<file path="config.mk">
export PLATFORM = sky130hd
export DESIGN_NAME = bus_poll_scheduler
export DESIGN_NICKNAME = d
export VERILOG_FILES = /design/src/rtl/bus_poll_scheduler.sv
export SDC_FILE = /design/constraint.sdc
export NUM_CORES = 1
export LEC_CHECK = 0
export BUFFER_PORTS_ARGS = -buffer_cell sky130_fd_sc_hd__buf_2
export CORE_MARGIN = 2
export CORE_UTILIZATION = 45
export DETAILED_ROUTE_END_ITERATION = 10
export PLACE_DENSITY = 0.69
export SYNTH_ARGS = -nofsm -noshare
export SYNTH_HDL_FRONTEND = slang
export SYNTH_SLANG_ARGS = --single-unit
</file>
<file path="constraint.sdc">
create_clock -name clk -period 4.95 [get_ports clk]
set_input_delay 0.495 -clock clk [delete_from_list [all_inputs] [get_ports clk]]
set_output_delay 0.495 -clock clk [all_outputs]
set_load 0.02 [all_outputs]
</file>
<file path="src/rtl/bus_poll_scheduler.sv">
// bus_poll_scheduler: tick-paced round-robin poll requester for CAN bus channels with req/ack timeout.
// Ports: clk, rst (sync, active-low); enable, bus_mask, poll_ack in;
// poll_req, poll_bus_id, busy, timeout_err, err_bus_id, round_done, ack_count, to_count out.
// Optional POLL_STATS_EN builds saturating ack/timeout counters; otherwise both counts read 0.
module bus_poll_scheduler #(
  parameter int N_BUS   = 16,
  parameter int ID_W    = 5,
  parameter int PERIOD  = 5,
  parameter int TIMEOUT = 255
) (
  input  logic             clk,
  input  logic             rst,
  input  logic             enable,
  input  logic [N_BUS-1:0] bus_mask,
  input  logic             poll_ack,
  output logic             poll_req,
  output logic [ID_W-1:0]  poll_bus_id,
  output logic             busy,
  output logic             timeout_err,
  output logic [ID_W-1:0]  err_bus_id,
  output logic             round_done,
  output logic [15:0]      ack_count,
  output logic [15:0]      to_count
);
  typedef enum logic [1:0] {IDLE, ARM, REQ} state_t;
  state_t state;
  logic [7:0] tick_cnt, wait_cnt;
  logic [ID_W-1:0] last_id, sel_id, hi_id, lo_id;
  logic tick, sel_valid, hi_ok, lo_ok, hi_set, fin_ack, to_hit, fin;
  assign tick      = tick_cnt == 8'(PERIOD - 1);
  assign sel_valid = |bus_mask;
  assign fin_ack   = state == REQ && poll_ack;
  assign to_hit    = state == REQ && !poll_ack && wait_cnt == 8'(TIMEOUT - 1);
  assign fin       = fin_ack || to_hit;
  // Round-robin: lowest set bit above last_id wins, else wrap to lowest set bit at or below it.
  always_comb begin
    hi_id = '0;
    lo_id = '0;
    hi_ok = 1'b0;
    lo_ok = 1'b0;
    for (int i = N_BUS - 1; i >= 0; i--) begin
      if (bus_mask[i] && i > int'(last_id)) begin
        hi_id = ID_W'(i);
        hi_ok = 1'b1;
      end
      if (bus_mask[i] && i <= int'(last_id)) begin
        lo_id = ID_W'(i);
        lo_ok = 1'b1;
      end
    end
    sel_id = hi_ok ? hi_id : lo_id;
  end
  // A round ends when no participating bus sits above the one just served.
  always_comb begin
    hi_set = 1'b0;
    for (int i = 0; i < N_BUS; i++)
      if (bus_mask[i] && i > int'(poll_bus_id)) hi_set = 1'b1;
  end
  always_ff @(posedge clk)
    tick_cnt <= (!rst || !enable || tick) ? 8'd0 : tick_cnt + 8'd1;
  always_ff @(posedge clk) begin
    if (!rst) begin
      state       <= IDLE;
      poll_req    <= 1'b0;
      busy        <= 1'b0;
      poll_bus_id <= '0;
      last_id     <= ID_W'(N_BUS - 1);
      wait_cnt    <= '0;
      timeout_err <= 1'b0;
      err_bus_id  <= '0;
      round_done  <= 1'b0;
    end else begin
      timeout_err <= 1'b0;
      round_done  <= 1'b0;
      case (state)
        IDLE: if (enable) state <= ARM;
        ARM: begin
          if (!enable) state <= IDLE;
          else if (tick && sel_valid) begin
            state       <= REQ;
            poll_req    <= 1'b1;
            busy        <= 1'b1;
            poll_bus_id <= sel_id;
            wait_cnt    <= '0;
          end
        end
        REQ: begin
          if (fin) begin
            state       <= enable ? ARM : IDLE;
            poll_req    <= 1'b0;
            busy        <= 1'b0;
            last_id     <= poll_bus_id;
            round_done  <= !hi_set;
            timeout_err <= to_hit;
            if (to_hit) err_bus_id <= poll_bus_id;
          end else wait_cnt <= wait_cnt + 8'd1;
        end
        default: state <= IDLE;
      endcase
    end
  end
`ifdef POLL_STATS_EN
  always_ff @(posedge clk) begin
    if (!rst) begin
      ack_count <= '0;
      to_count  <= '0;
    end else begin
      if (fin_ack && ack_count != 16'hFFFF) ack_count <= ack_count + 16'd1;
      if (to_hit && to_count != 16'hFFFF) to_count <= to_count + 16'd1;
    end
  end
`else
  assign ack_count = '0;
  assign to_count  = '0;
`endif
endmodule
</file>
==> results.txt <==
Initial antenna violation count - 0
Ys async rst share - 0%
Chip width - 81.2 um
Mux contribution to synthesized area - 2.24%
H-tree Lvls - 2
Global-route wire length before repair - 9760 um
Hold Fails Final Rpt - 0
Area delta synth->final - 3.59%
DR vias - 2508
Total die area - 0.00659 sq mm
Top FF cell, synth - dfxtp_1
Synth Area in Adders - 1.87%
Worst path required time - 5.18 ns
Cell Area, Placed - 0.00269 sq mm
Netlist cell types - 65
Worst path slowest cell - dfxtp_1
Synth Register Bits - 33
Num CTS Buffers - 5
Post-synth top area share - 24.6%
Row cnt - 28
Commonest cells in the netlist - buf_4, nor2_1, dfxtp_1
Fin cells - 453
Initial Util - 45.8%
Flop pwr share - 49.9%
Most common cell in the synthesized netlist - buf_4
NetSw - 0.000154 W
YS warnings - 0
Gate power share - 13.5%
Crit path time final - 2.36 ns
Crit-path max cell delay - 1.00 ns
I/O Buffers - 31
Hold Path Origin - wait_cnt[7]
Area contributors post-synth - dfxtp_1, buf_4, nor2_1
Leak - 1.09 nW
GRT overflow - 0
I/O Pins - 66
RR Startpoint - last_id[1]
Fillers - 597
Die Y - 81.2 um
Via density - 5.54
Cell Area, Synth - 0.00268 sq mm
WS Path Type - flip-flop to flip-flop
Least-Margin Pin Slew - 1.03 ns
Setup Fix Bufs, Post-CTS - 0
Sequential fraction of the synthesis area - 24.6%
Leading area contributor after synthesis - dfxtp_1
Worst Hold End - wait_cnt[7]
Hold crit path type - flip-flop to flip-flop
FF-to-FF End - poll_bus_id[2]
Root Driver - clkbuf_8
Largest family of logic cells by synthesized area - compound AO/OA/AOI/OAI gates
Final Hold Slack - 0.461 ns
Top delay family on crit path - flip-flops
Worst-path clk slew - 0.07 ns
R2R Setup Slk - 2.59 ns
CP Capture Type - flip-flop
Worst Path Buf+Inv - 0
GRT Total Usage - 18.8%
Setup Skew - 0.00807 ns
Routed WL per cell - 13.7 um
Post-DP HPWL - 4520 um
Total power density per cell area - 193 mW/mm^2
Post_cts resized - 0
Startpoint Class - flip-flop
Cell count after synthesis - 358
Core Box Area - 0.00585 sq mm
DRC viols - 0
RSZ-0062 raised after global routing - no
R2R depth - 6
Syn avg cell area - 7.49 sq um
GPL Wtd Cong - 0.933
Nets@finish - 401
FMAX - 423 MHz
Fin. max-slew vios - 0
CP arrival - 2.59 ns
Final period util - 47.7%
CTS tree - built
Finished layout cell area - 0.00278 sq mm
Synth Area in XOR/XNOR - 1.96%
Max Cap Violations - 0
Clk sinks - 33
Compound-gate portion of the synthesized area - 27.2%
Worst path cell trace - nand2b_1 -> a21oi_1 -> o21a_1 -> nor3_1 -> nor4b_2 -> o311a_1
Total Wirelength - 6220 um
Vias in the first global route - 2131
Internal Pwr Total - 0.000382 W
WHS Path Cells - 1
Status - completed
Max-slew headroom - 31.5%
Antenna diode count - 0
Fin Setup TNS - 0 ns
DR pass1 iterations - 4
Pin count of the biggest net entering global routing - 35
Post-Synth Simple-Gate Area - 26.0%
Power share of the clock group - 36.6%
Initial DRC count - 131
Clock buffer depth - 2
Hold buffers post-CTS - 0
Sw frac - 28.8%
Worst vdd ir - 0.252 mV
EDFF count, synth - 0
Layout cell share with drive strength beyond 1 - 14.0%
Worst-skew pair later-pin latency - 0.29 ns
Number of setup violations in the final report - 0
ANT nets after route - 0
Max FO, Critical Path - 34
Placed insts - 445
-- worst max-delay path by stage --
stage	start	endpoint	slack [ns]	cells after the start
global placement	bus_mask[4]	poll_bus_id[3]	2.64	7
CTS	last_id[1]	poll_bus_id[2]	2.61	6
finish	last_id[1]	poll_bus_id[2]	2.59	6
floorplan	bus_mask[15]	poll_bus_id[2]	3.08	6
global route	last_id[1]	poll_bus_id[2]	2.37	6
detailed placement	last_id[1]	poll_bus_id[2]	2.62	6
-- through the flow --
step / utilization (%) / worst slack [ns] / total power, W
after floorplan: - / 3.08 / 0.000344
after global placement: 46.0 / 2.64 / 0.000344
after detailed placement: 46.0 / 2.62 / 0.000345
after CTS: 47.5 / 2.61 / 0.000542
after global routing: 47.5 / 2.37 / 0.000562
final: 47.5 / 2.59 / 0.000536
-- layer usage --
metal / share of wire, % / global-route usage, %
met2: 47 / 30.9
met4: 1.8 / 6.78
met3: 6.7 / 3.67
met1: 44 / 24.4
met5: 0 / 0
-- flip-flops by register name (all words and copies together), names as in the netlist --
name / count
timeout_err: 1
busy: 1
wait_cnt: 8
round_done: 1
poll_bus_id: 4
last_id: 4
state: 2
tick_cnt: 8
err_bus_id: 4
-- worst reg2reg max path, stage by stage, from the launching register on --
cell and delay, ns:
dfxtp_1 1.00, nand2b_1 0.21, a21oi_1 0.06, o21a_1 0.23, nor3_1 0.36, nor4b_2 0.27
o311a_1 0.18
-- cell usage in the layout, fill, tap and decap left out, drive strengths merged, types with 3 or more instances in the layout --
cell,instances
conb,34
nor4,5
mux2i,6
o2bb2ai,3
and3,4
o21a,3
nand3,12
xor2,4
clkbuf,5
inv,17
o211ai,6
o22ai,5
nor2,35
nand2,27
ha,4
o21ai,25
a21o,4
a21oi,23
dfxtp,33
nor3,9
a31oi,13
nand2b,8
buf,31
nor2b,11
o221ai,4
o2111ai,3
-- area by class of cell --
type | count | area [sq um] | share of cell area [%]
clock buffers | 5 | 68.8 | 2.48
clock inverters | 3 | 17.5 | 0.631
inverters | 17 | 63.8 | 2.30
multi-input cells | 289 | 1720 | 61.8
flip-flops and latches | 33 | 661 | 23.8
well taps | 75 | 93.8 | 3.38
repair buffers | 31 | 155 | 5.59
-- kinds of logic after synthesis --
kind of cell / Yosys count
flip-flops: 33
AND/OR/NAND/NOR: 130
other: 1
XOR/XNOR: 6
adder cells (fa/ha/maj): 4
multiplexers: 6
buffers and inverters: 69
AO/OA/AOI/OAI: 109
-- power by group through the flow --
stage | combinational [W] | clock [W] | sequential [W]
2_1_floorplan | 0.0000699 | 0 | 0.000274
3_3_place_gp | 0.0000702 | 0 | 0.000274
3_5_place_dp | 0.0000707 | 0 | 0.000274
6_report | 0.0000723 | 0.000196 | 0.000268
5_1_grt | 0.0000795 | 0.000214 | 0.000268
4_1_cts | 0.0000708 | 0.000204 | 0.000268
Note: power is estimated with default switching activity, not from simulation.
